[src/rtl/axi_node_pkg.sv]
// Shared definitions for the AXI node slave-port slice.
//   w_seq_state_e     : W sequencer FSM states
//   MAX_BEATS_DEFAULT : default burst length limit
//   idx_width()       : index width for N items, never below 1 bit
package axi_node_pkg;

  typedef enum logic {
    IDLE  = 1'b0,
    ROUTE = 1'b1
  } w_seq_state_e;

  localparam int unsigned MAX_BEATS_DEFAULT = 256;

  function automatic int unsigned idx_width(input int unsigned n);
    return (n < 2) ? 1 : $clog2(n);
  endfunction

endpackage

[src/rtl/axi_node_w_sequencer_if.sv]
// AW-grant and W-channel handshake bundle of one slave-port slice.
//   aw_valid_i/aw_mst_i/aw_ready_o    : AW grant recording
//   inp_w_valid_i/last_i/ready_o      : per-master W channel
//   oup_w_valid_o/last_o/ready_i/sel_o: W channel toward the slave, mux select
// slave modport = sequencer side, master modport = surrounding logic.
interface axi_node_w_sequencer_if
  import axi_node_pkg::*;
#(
  parameter int unsigned N_MASTER = 4
) ();
  localparam int unsigned IDX_W = idx_width(N_MASTER);

  logic                aw_valid_i;
  logic [IDX_W-1:0]    aw_mst_i;
  logic                aw_ready_o;
  logic [N_MASTER-1:0] inp_w_valid_i;
  logic [N_MASTER-1:0] inp_w_last_i;
  logic [N_MASTER-1:0] inp_w_ready_o;
  logic                oup_w_valid_o;
  logic                oup_w_last_o;
  logic                oup_w_ready_i;
  logic [IDX_W-1:0]    oup_w_sel_o;

  modport slave (
    input  aw_valid_i, aw_mst_i, inp_w_valid_i, inp_w_last_i, oup_w_ready_i,
    output aw_ready_o, inp_w_ready_o, oup_w_valid_o, oup_w_last_o, oup_w_sel_o
  );

  modport master (
    output aw_valid_i, aw_mst_i, inp_w_valid_i, inp_w_last_i, oup_w_ready_i,
    input  aw_ready_o, inp_w_ready_o, oup_w_valid_o, oup_w_last_o, oup_w_sel_o
  );
endinterface

[src/rtl/axi_node_idx_fifo.sv]
// In-order queue of master indices (one entry per granted AW).
//   clk_i, rst_i     : clock, synchronous active-high reset
//   push_i, data_i   : enqueue (ignored when full)
//   pop_i            : dequeue head (ignored when empty)
//   head_o           : registered head entry
//   full_o, empty_o  : status
//   count_o          : occupancy 0..DEPTH
module axi_node_idx_fifo #(
  parameter int unsigned DEPTH = 8,
  parameter int unsigned W     = 2
) (
  input  logic                     clk_i,
  input  logic                     rst_i,
  input  logic                     push_i,
  input  logic [W-1:0]             data_i,
  input  logic                     pop_i,
  output logic [W-1:0]             head_o,
  output logic                     full_o,
  output logic                     empty_o,
  output logic [$clog2(DEPTH):0]   count_o
);
  localparam int unsigned PW = $clog2(DEPTH);
  localparam int unsigned CW = PW + 1;

  logic [W-1:0]  mem_q [DEPTH];
  logic [PW-1:0] wr_ptr_q, rd_ptr_q;
  logic [CW-1:0] count_q;
  logic          do_push, do_pop;

  assign full_o  = (count_q == CW'(DEPTH));
  assign empty_o = (count_q == '0);
  assign do_push = push_i && !full_o;
  assign do_pop  = pop_i && !empty_o;
  assign head_o  = mem_q[rd_ptr_q];
  assign count_o = count_q;

  always_ff @(posedge clk_i) begin
    if (do_push) mem_q[wr_ptr_q] <= data_i;
  end

  always_ff @(posedge clk_i) begin
    if (rst_i) begin
      wr_ptr_q <= '0;
      rd_ptr_q <= '0;
      count_q  <= '0;
    end else begin
      if (do_push) wr_ptr_q <= wr_ptr_q + PW'(1);
      if (do_pop)  rd_ptr_q <= rd_ptr_q + PW'(1);
      case ({do_push, do_pop})
        2'b10:   count_q <= count_q + CW'(1);
        2'b01:   count_q <= count_q - CW'(1);
        default: count_q <= count_q;
      endcase
    end
  end
endmodule

[src/rtl/axi_node_w_sequencer.sv]
// Orders the W channel behind the AW grants of a slave port: each accepted
// AW's master index is queued, and that master's W beats are routed to the
// slave until WLAST, then the next queued master takes over.
//   clk_i, rst_i : clock, synchronous active-high reset
//   bus          : AW grant + W handshake bundle (slave modport)
//   busy_o       : a burst is being routed
//   pending_o    : queued grants including the current one
//   err_len_o    : sticky, a burst ran past MAX_BEATS without WLAST
module axi_node_w_sequencer
  import axi_node_pkg::*;
#(
  parameter int unsigned N_MASTER  = 4,
  parameter int unsigned DEPTH     = 8,
  parameter int unsigned MAX_BEATS = MAX_BEATS_DEFAULT
) (
  input  logic                   clk_i,
  input  logic                   rst_i,
  axi_node_w_sequencer_if.slave  bus,
  output logic                   busy_o,
  output logic [$clog2(DEPTH):0] pending_o,
  output logic                   err_len_o
);
  localparam int unsigned IDX_W = idx_width(N_MASTER);
  localparam int unsigned CNT_W = $clog2(MAX_BEATS) + 1;
  localparam int unsigned CW    = $clog2(DEPTH) + 1;

  w_seq_state_e        state_q;
  logic [IDX_W-1:0]    sel_hold_q;
  logic [CNT_W-1:0]    beat_cnt_q;
  logic                err_len_q;

  logic [IDX_W-1:0]    head;
  logic                fifo_full, fifo_empty;
  logic [CW-1:0]       fifo_count;
  logic                aw_ready, aw_push;
  logic                route;
  logic                w_valid, w_last, w_hs, w_last_hs;
  logic [N_MASTER-1:0] w_ready;

  // Readies are masked during reset so no beat or grant slips through
  // in the reset cycle itself.
  assign aw_ready = !fifo_full && !rst_i;
  assign aw_push  = bus.aw_valid_i && aw_ready;
  assign route    = (state_q == ROUTE) && !rst_i;

  axi_node_idx_fifo #(
    .DEPTH (DEPTH),
    .W     (IDX_W)
  ) u_idx_fifo (
    .clk_i   (clk_i),
    .rst_i   (rst_i),
    .push_i  (aw_push),
    .data_i  (bus.aw_mst_i),
    .pop_i   (w_last_hs),
    .head_o  (head),
    .full_o  (fifo_full),
    .empty_o (fifo_empty),
    .count_o (fifo_count)
  );

  always_comb begin
    w_valid = 1'b0;
    w_last  = 1'b0;
    w_ready = '0;
    if (route) begin
      w_valid       = bus.inp_w_valid_i[head];
      w_last        = bus.inp_w_last_i[head];
      w_ready[head] = bus.oup_w_ready_i;
    end
  end

  assign w_hs      = w_valid && bus.oup_w_ready_i;
  assign w_last_hs = w_hs && w_last;

  assign bus.aw_ready_o    = aw_ready;
  assign bus.inp_w_ready_o = w_ready;
  assign bus.oup_w_valid_o = w_valid;
  assign bus.oup_w_last_o  = w_last;
  // The head entry is itself a register, so selecting from it while
  // routing gives a registered select that advances right after a pop.
  assign bus.oup_w_sel_o   = (state_q == ROUTE) ? head : sel_hold_q;

  assign busy_o    = (state_q == ROUTE);
  assign pending_o = fifo_count;
  assign err_len_o = err_len_q;

  always_ff @(posedge clk_i) begin
    if (rst_i) begin
      state_q    <= IDLE;
      sel_hold_q <= '0;
      beat_cnt_q <= '0;
      err_len_q  <= 1'b0;
    end else begin
      case (state_q)
        IDLE: begin
          if (!fifo_empty) state_q <= ROUTE;
        end
        ROUTE: begin
          sel_hold_q <= head;
          if (w_hs) begin
            if (w_last) begin
              beat_cnt_q <= '0;
              // Another grant already queued (or arriving now) keeps
              // routing with no idle cycle between bursts.
              if (!((fifo_count > CW'(1)) || aw_push)) state_q <= IDLE;
            end else if (beat_cnt_q != CNT_W'(MAX_BEATS)) begin
              beat_cnt_q <= beat_cnt_q + CNT_W'(1);
              if (beat_cnt_q == CNT_W'(MAX_BEATS - 1)) err_len_q <= 1'b1;
            end
          end
        end
      endcase
    end
  end

  a_no_aw_when_full: assert property (@(posedge clk_i) disable iff (rst_i)
    !(bus.aw_valid_i && !aw_ready))
    else $error("aw_valid_i asserted while the grant queue is full");
endmodule

[src/flat_wrapper.sv]
// flat-port wrapper written by rule: the top's interface ports become plain ports
module axi_node_w_sequencer_flat import axi_node_pkg::*;
#(
  parameter int unsigned N_MASTER  = 4,
  parameter int unsigned DEPTH     = 8,
  parameter int unsigned MAX_BEATS = MAX_BEATS_DEFAULT
)
  (clk_i, rst_i, busy_o, pending_o, err_len_o, bus_aw_valid_i, bus_aw_mst_i, bus_inp_w_valid_i, bus_inp_w_last_i, bus_oup_w_ready_i, bus_aw_ready_o, bus_inp_w_ready_o, bus_oup_w_valid_o, bus_oup_w_last_o, bus_oup_w_sel_o);
  axi_node_w_sequencer_if #(.N_MASTER(N_MASTER)) bus_i ();
  input  logic clk_i;
  input  logic rst_i;
  output logic busy_o;
  output logic [$clog2(DEPTH):0] pending_o;
  output logic err_len_o;
  input wire logic [$bits(bus_i.aw_valid_i)-1:0] bus_aw_valid_i;
  input wire logic [$bits(bus_i.aw_mst_i)-1:0] bus_aw_mst_i;
  input wire logic [$bits(bus_i.inp_w_valid_i)-1:0] bus_inp_w_valid_i;
  input wire logic [$bits(bus_i.inp_w_last_i)-1:0] bus_inp_w_last_i;
  input wire logic [$bits(bus_i.oup_w_ready_i)-1:0] bus_oup_w_ready_i;
  output wire logic [$bits(bus_i.aw_ready_o)-1:0] bus_aw_ready_o;
  output wire logic [$bits(bus_i.inp_w_ready_o)-1:0] bus_inp_w_ready_o;
  output wire logic [$bits(bus_i.oup_w_valid_o)-1:0] bus_oup_w_valid_o;
  output wire logic [$bits(bus_i.oup_w_last_o)-1:0] bus_oup_w_last_o;
  output wire logic [$bits(bus_i.oup_w_sel_o)-1:0] bus_oup_w_sel_o;
  assign bus_i.aw_valid_i = bus_aw_valid_i;
  assign bus_i.aw_mst_i = bus_aw_mst_i;
  assign bus_i.inp_w_valid_i = bus_inp_w_valid_i;
  assign bus_i.inp_w_last_i = bus_inp_w_last_i;
  assign bus_i.oup_w_ready_i = bus_oup_w_ready_i;
  assign bus_aw_ready_o = bus_i.aw_ready_o;
  assign bus_inp_w_ready_o = bus_i.inp_w_ready_o;
  assign bus_oup_w_valid_o = bus_i.oup_w_valid_o;
  assign bus_oup_w_last_o = bus_i.oup_w_last_o;
  assign bus_oup_w_sel_o = bus_i.oup_w_sel_o;
  axi_node_w_sequencer #(.N_MASTER(N_MASTER), .DEPTH(DEPTH), .MAX_BEATS(MAX_BEATS)) u_core (.clk_i(clk_i), .rst_i(rst_i), .bus(bus_i), .busy_o(busy_o), .pending_o(pending_o), .err_len_o(err_len_o));
endmodule
[config.mk]
export PLATFORM = sky130hd
export DESIGN_NAME = axi_node_w_sequencer_flat
export DESIGN_NICKNAME = d
export VERILOG_FILES = /design/src/rtl/axi_node_pkg.sv /design/src/rtl/axi_node_w_sequencer_if.sv /design/src/rtl/axi_node_idx_fifo.sv /design/src/rtl/axi_node_w_sequencer.sv /design/src/flat_wrapper.sv
export SDC_FILE = /design/constraint.sdc
export NUM_CORES = 1
export LEC_CHECK = 0
export ABC_AREA = 1
export ABC_CLOCK_PERIOD_IN_PS = 2550
export CAP_MARGIN = 10
export CELL_PAD_IN_SITES_DETAIL_PLACEMENT = 2
export CELL_PAD_IN_SITES_GLOBAL_PLACEMENT = 2
export CORE_MARGIN = 2
export CORE_UTILIZATION = 34
export CTS_BUF_LIST = sky130_fd_sc_hd__clkbuf_8
export DETAILED_ROUTE_END_ITERATION = 7
export GPL_TIMING_DRIVEN = 1
export HOLD_SLACK_MARGIN = 0.06
export MAX_ROUTING_LAYER = met4
export PLACE_DENSITY = 0.85
export SLEW_MARGIN = 20
export SYNTH_ARGS = -nofsm -noshare
export SYNTH_HDL_FRONTEND = slang
export SYNTH_SLANG_ARGS = --single-unit
[constraint.sdc]
create_clock -name clk_i -period 2.55 [get_ports clk_i]
set_clock_uncertainty 0.15 [all_clocks]
set_input_delay 0.3825 -clock clk_i [delete_from_list [all_inputs] [get_ports clk_i]]
set_output_delay 0.3825 -clock clk_i [all_outputs]
set_load 0.02 [all_outputs]
==> flow_metrics.py, run 1 <==
metrics = {
    "synthesis": {
        "syn_nets": 314,
        "synth.avg_cell_area_sq_um": 7.950,
        "ys_types": 29,
        "yosysMostFrequentCell": "nand2_1",
        "async_flop_share_pct": 0,
        "synth_common_cells": "nand2_1, inv_1, nor2_1, dfxtp_1, nand3_1",
        "synthDominantCellAreaShare_pct": 22.50,
        "synth.ff_latch_count": 42,
        "synth_area_leader_cell": "dfxtp_1",
        "synth_flop_cell": "dfxtp_1",
        "synth_area_leaders": "dfxtp_1, edfxtp_1, nand2_1",
        "synth_edf_count": 16,
        "synthesis.area_sq_um": 2313,
        "yosys_warnings": 0,
        "ys_seq_area_share_pct": 43.27,
        "syn_inst": 291,
    },
    "detailed_routing": {
        "drc": 0,
        "antenna_left": 0,
        "first_iter_violations": 46,
        "routed_wl_mm": 7.974,
        "post_drt_wl_per_cell_um": 18.76,
        "firstDrtPassIters": 4,
        "vias": 2143,
        "avgViaCountPerCell": 5.042,
    },
    "layout": {
        "area_delta_synth_final_pct": 35.21,
        "final_cells": 425,
        "drive_gt1_share_pct": 25.51,
        "fillers": 767,
        "final_core_util_pct": 46.82,
        "antenna_cells": 0,
        "layout.nets": 367,
        "finish.instance_area_sq_um": 3128,
    },
    "sta": {
        "worst_pin_slew_ns": 0.4541,
        "worst_slack_ns": -0.01664,
        "finalHoldViolCount": 0,
        "final-setup-viol-count": 1,
        "final_max_slew_viol_count": 0,
        "finalCriticalPeriod_ns": 2.567,
        "slew_headroom_pct": 69.45,
        "fin_setup_tns_ns": -0.01664,
        "period_share_pct": 100.7,
        "timing.fmax_mhz": 389.6,
        "rsz0062_at_grt": "true",
        "hold_ws_ns": 0.3409,
    },
    "critical_path": {
        "crit_required_ns": 2.61,
        "crit_arrival_ns": 2.63,
        "path_max_fanout": 8,
        "worst_setup_path_start_kind": "flop",
        "cp-end-kind": "flop",
        "critPathKind": "reg2reg",
    },
    "global_route": {
        "grt_pass1_vias": 2322,
        "overflow": 0,
        "antenna_found_initial": 0,
        "grt_max_degree": 16,
        "grt_pass1_wl_mm": 12.42,
        "track_usage_pct": 22.38,
    },
    "hold_path": {
        "hp-class": "reg2reg",
        "worstHoldStart": "u_core.err_len_o$_SDFFE_PP0P_",
    },
    "clock_network": {
        "clkLatencyLatePin_ns": 0.31,
        "cts_tree": "done",
        "htree_levels": 2,
        "cts_sinks": 42,
        "numCtsBuffers": 5,
        "cts-root-buf": "clkbuf_8",
        "path_clk_slew_ns": 0.10,
        "clock_path_buffers": 2,
    },
    "floorplan": {
        "die_area_sq_um": 7481,
        "coreArea_sq_um": 6681,
        "fp.dieH_um": 86.49,
        "die_w_um": 86.49,
        "rows": 30,
        "start_util_pct": 34.63,
        "num_io_pins": 29,
    },
    "power": {
        "peakVddDrop_mv": 0.2938,
        "leakage_uw": 0.001342,
        "p_per_area_nw_per_um2": 447.5,
    },
    "run": {
        "max_cap_viol_count": 0,
    },
    "placement": {
        "placed_cells": 410,
        "gp_congestion": 0.7861,
        "io_buffers": 28,
        "dp_hpwl_mm": 5.854,
        "placed_area_sq_um": 2784,
    },
    "outcome": {
        "status": "finished with violations",
        "violations": "negative setup slack",
    },
}
## power by group
group	total (uW)	switching (uW)	internal, uW	leakage [uW]
sequential	720	12.1	708	0.000357
clock	471	273	198	0.0000447
combinational	209	124	84.9	0.000940
## layer usage
layer / part of all wire, % / global-route usage (%) / vias up
li1: - / - / 1036
met1: 45 / 28.88 / 1055
met2: 50 / 36.57 / 38
met3: 2.7 / 3.048 / 14
met4: 2.4 / 6.818 / 0
met5: 0 / - / -
## stage by stage
| step | setup slack (ns) | power [uW] |
|---|---|---|
| floorplan | 0.2018 | 834.1 |
| global placement | 0.0003129 | 915.7 |
| detailed placement | -0.1161 | 927.3 |
| CTS | -0.0002214 | 1396 |
| global route | -0.1851 | 1453 |
| finish | -0.01664 | 1400 |
## kinds of logic (layout without fill, tap and decap cells)
| logic type | after synthesis | after routing | share of synthesized area [%] |
|---|---|---|---|
| adder cells (fa/ha/maj) | 9 | 9 | 4.868 |
| buffers and inverters | 56 | 110 | 10.44 |
| flip-flops | 42 | 42 | 43.27 |
| AO/OA/AOI/OAI | 31 | 31 | 7.464 |
| XOR/XNOR | 7 | 7 | 2.650 |
| AND/OR/NAND/NOR | 146 | 146 | 31.31 |
## final timing paths
path / to / slack [ns] / depth (start not counted)
worst min register to register: u_core.err_len_o$_SDFFE_PP0P_ / 0.34 / 2
worst max-delay path: u_core.u_idx_fifo.count_o[3]$_SDFFE_PP0P_ / -0.02 / 19
worst min-delay path: u_core.err_len_o$_SDFFE_PP0P_ / 0.34 / 2
worst max register to register: u_core.u_idx_fifo.count_o[3]$_SDFFE_PP0P_ / -0.02 / 19
## sequential cells by signal, summed over array words and instances (netlist names), named ones only
signal	cells
u_core.u_idx_fifo.rd_ptr_q	3
u_core.beat_cnt_q	9
u_core.err_len_o	1
u_core.sel_hold_q	2
u_core.u_idx_fifo.mem_q	16
u_core.u_idx_fifo.count_o	4
u_core.busy_o	1
u_core.u_idx_fifo.wr_ptr_q	3
## final cells by class
| type | count | area (sq um) | share of cell area [%] |
|---|---|---|---|
| well taps | 80 | 100.1 | 3.200 |
| clock buffers | 5 | 68.82 | 2.200 |
| flip-flops and latches | 42 | 1008 | 32.24 |
| clock inverters | 3 | 25.02 | 0.8000 |
| repair buffers | 51 | 460.4 | 14.72 |
| multi-input cells | 193 | 1261 | 40.32 |
| inverters | 51 | 203.9 | 6.520 |
## layout by cell type (no fill, tap or decap), drive strengths merged
master,synthesis,final
dlygate4sd2,0,2
nor3,7,7
ha,9,9
clkinv,0,2
dlymetal6s2s,0,1
nor3b,1,1
o31ai,1,1
buf,4,23
clkbuf,1,10
o21ai,8,8
clkinvlp,0,1
nand2,66,66
nor2,32,32
dfxtp,26,26
nand4,6,6
nand3,30,30
nand3b,3,3
edfxtp,16,16
a21oi,22,22
inv,51,51
dlygate4sd1,0,1
xor2,7,7
clkdlybuf4s50,0,19
nor4,1,1
## worst max-delay path: stages, from the launching register on
cell and delay, ns:
dfxtp_4 0.39, buf_12 0.13, clkinv_8 0.07, nand2_4 0.07
nand3_4 0.07, nand3_4 0.10, nand2_4 0.09, nand2_2 0.08
nand2_2 0.05, nand2_2 0.09, nand3_4 0.09, nor2_4 0.13
nand3_2 0.10, inv_2 0.08, ha_4 0.15, nand3_4 0.09
nor3_4 0.25, a21oi_2 0.06, o21ai_1 0.15, a21oi_1 0.06
## timing repair
action,in CTS,in global routing
setup buffers,2,4
gates cloned,0,1
pin swaps,2,15
hold buffers,0,0
endpoints found under the setup margin,10,11
gates resized for setup,17,56
No activity file was read; power rests on OpenSTA's default activity.
==> run 2: changes to the inputs <==
--- a/config.mk
+++ b/config.mk
@@ -11,13 +11,12 @@
 export CELL_PAD_IN_SITES_DETAIL_PLACEMENT = 2
 export CELL_PAD_IN_SITES_GLOBAL_PLACEMENT = 2
 export CORE_MARGIN = 2
-export CORE_UTILIZATION = 34
-export CTS_BUF_LIST = sky130_fd_sc_hd__clkbuf_8
+export CORE_UTILIZATION = 32
 export DETAILED_ROUTE_END_ITERATION = 7
 export GPL_TIMING_DRIVEN = 1
 export HOLD_SLACK_MARGIN = 0.06
 export MAX_ROUTING_LAYER = met4
-export PLACE_DENSITY = 0.85
+export PLACE_DENSITY = 0.81
 export SLEW_MARGIN = 20
 export SYNTH_ARGS = -nofsm -noshare
 export SYNTH_HDL_FRONTEND = slang
==> flow_metrics.py, run 2 (same netlist as run 1, synthesis figures left out) <==
metrics = {
    "outcome": {
        "status": "finished clean",
    },
    "hold_path": {
        "hold_path_depth": 2,
        "hp-class": "reg2reg",
    },
    "floorplan": {
        "die_area_sq_um": 7925,
        "coreArea_sq_um": 6907,
        "start_util_pct": 33.50,
        "rows": 30,
        "die_w_um": 89.03,
        "num_io_pins": 29,
        "fp.dieH_um": 89.03,
    },
    "critical_path": {
        "path_max_fanout": 8,
        "critPathKind": "reg2reg",
        "crit_end": "u_core.u_idx_fifo.count_o[3]$_SDFFE_PP0P_",
        "crit_arrival_ns": 2.55,
        "worst_path_most_repeated_cell": "nand2_2",
        "crit_chain": "buf_12, inv_8, nand2_2, nand3_2, nand3_4, nand2_4, buf_6, nand2_2, nand2_2, nand2_2, nand3_4, nor2_4, nand3_2, inv_2, ha_4, nand3_4, nor3_4, a21oi_2, o21ai_1, a21oi_1",
        "cpPeakStageDelay_ns": 0.38,
        "slowest_stage": "dfxtp_4",
        "r2r-end": "u_core.u_idx_fifo.count_o[3]$_SDFFE_PP0P_",
        "reg2reg_slack_ns": 0.05,
        "worst_setup_path_start_kind": "flop",
        "crit_required_ns": 2.60,
        "rr_worst_depth": 20,
        "cp-end-kind": "flop",
    },
    "placement": {
        "gp_congestion": 0.7869,
        "placed_cells": 427,
        "dp_hpwl_mm": 5.265,
        "io_buffers": 28,
    },
    "detailed_routing": {
        "first_iter_violations": 71,
        "antenna_left": 0,
        "vias": 2157,
        "post_drt_wl_per_cell_um": 16.96,
        "avgViaCountPerCell": 4.902,
        "routed_wl_mm": 7.463,
        "firstDrtPassIters": 4,
        "drc": 0,
    },
    "clock_network": {
        "clkLatencyLatePin_ns": 0.30,
        "numCtsBuffers": 5,
        "cts-root-buf": "clkbuf_8",
        "clock_path_buffers": 2,
        "cts_tree": "done",
        "cts_sinks": 42,
        "htree_levels": 2,
        "path_clk_slew_ns": 0.08,
    },
    "global_route": {
        "grt_max_degree": 15,
        "grt_pass1_wl_mm": 11.72,
        "grt_pass1_vias": 2358,
        "antenna_found_initial": 0,
        "overflow": 0,
        "track_usage_pct": 20.44,
    },
    "sta": {
        "finalHoldViolCount": 0,
        "final-setup-viol-count": 0,
        "hold_ws_ns": 0.3029,
        "period_share_pct": 98.06,
        "worst_pin_slew_ns": 0.3746,
        "final_max_slew_viol_count": 0,
        "rsz0062_at_grt": "true",
        "timing.fmax_mhz": 399.9,
        "finalCriticalPeriod_ns": 2.501,
        "slew_headroom_pct": 74.80,
    },
    "layout": {
        "fillers": 790,
        "final_core_util_pct": 44.44,
        "antenna_cells": 0,
        "final_common_cell": "nand2_1",
        "area_delta_synth_final_pct": 32.67,
        "drive_gt1_share_pct": 22.97,
        "final_cells": 440,
        "mostFrequentLayoutCells": "nand2_1, inv_1, nor2_1, dfxtp_1",
        "top_register": "u_core.u_idx_fifo.mem_q",
        "largest_reg_flops": 16,
        "layout.nets": 366,
    },
    "power": {
        "p_per_area_nw_per_um2": 441.7,
        "leakage_uw": 0.001327,
        "peakVddDrop_mv": 0.2476,
    },
    "run": {
        "max_cap_viol_count": 0,
    },
}
-- run 2: cell count changes in the layout (fill, tap and decap cells not counted), moves of 3 or more --
cell,delta
o21ai_0,-3
nand3_2,-3
nand3_4,-3
nand2_2,+3
nand3_1,+6
-- run 2: what timing repair did --
item / in CTS / in global routing
pin swaps: 4 / 10
gates resized for setup: 22 / 37
gates cloned: 0 / 1
hold buffers: 0 / 0
setup buffers: 3 / 1
setup endpoints to repair: 12 / 13
endpoints found under the hold margin: 0 / 0
-- run 2: how the worst min path moves through the flow --
stage | startpoint | endpoint | slack (ns)
floorplan | u_core.sel_hold_q[0]$_SDFF_PP0_ | u_core.sel_hold_q[0]$_SDFF_PP0_ | 0.30
global placement | u_core.err_len_o$_SDFFE_PP0P_ | u_core.err_len_o$_SDFFE_PP0P_ | 0.29
detailed placement | u_core.err_len_o$_SDFFE_PP0P_ | u_core.err_len_o$_SDFFE_PP0P_ | 0.29
CTS | u_core.err_len_o$_SDFFE_PP0P_ | u_core.err_len_o$_SDFFE_PP0P_ | 0.31
global route | u_core.err_len_o$_SDFFE_PP0P_ | u_core.err_len_o$_SDFFE_PP0P_ | 0.34
finish | u_core.err_len_o$_SDFFE_PP0P_ | u_core.err_len_o$_SDFFE_PP0P_ | 0.30
-- run 2: per-layer routing --
metal / vias to the layer above / share of wire, % / global-route usage, %
met5: - / 0 / -
met4: 0 / 1.3 / 6.649
met3: 6 / 3.7 / 2.862
met2: 37 / 53 / 37.25
met1: 1076 / 42 / 22.98
li1: 1038 / - / -
-- run 2: final cells by class --
type	instances	area (sq um)	area share, %
multi-input cells	193	1199	39.05
well taps	96	120.1	3.914
clock buffers	5	68.82	2.242
clock inverters	3	16.27	0.5300
flip-flops and latches	42	1006	32.78
inverters	51	198.9	6.482
repair buffers	50	460.4	15.00
-- run 2: critical path: cells and delay by family, from the launching register on --
family	cells	cell delay (ns)
buf+inv	4	0.37
flops	1	0.38
fa+ha+maj	1	0.15
compound gates	3	0.26
simple gates	12	1.06
-- run 2: where the power goes --
group | internal, uW | switching, uW
Combinational | 83.5 | 122
Clock | 188 | 243
Sequential | 708 | 12.0
-- run 2: metrics by stage --
step | total power [uW] | worst slack, ns | setup TNS, ns | cell area (sq um)
6_report | 1356 | 0.04945 | 0 | 3069
5_1_grt | 1424 | -0.1351 | -0.2446 | 3069
4_1_cts | 1354 | 0.01793 | 0 | 2948
3_3_place_gp | 916.3 | -0.05408 | -0.2952 | 2811
2_1_floorplan | 834.1 | 0.2018 | 0 | 2313
3_5_place_dp | 926.7 | -0.1632 | -0.8850 | 2811
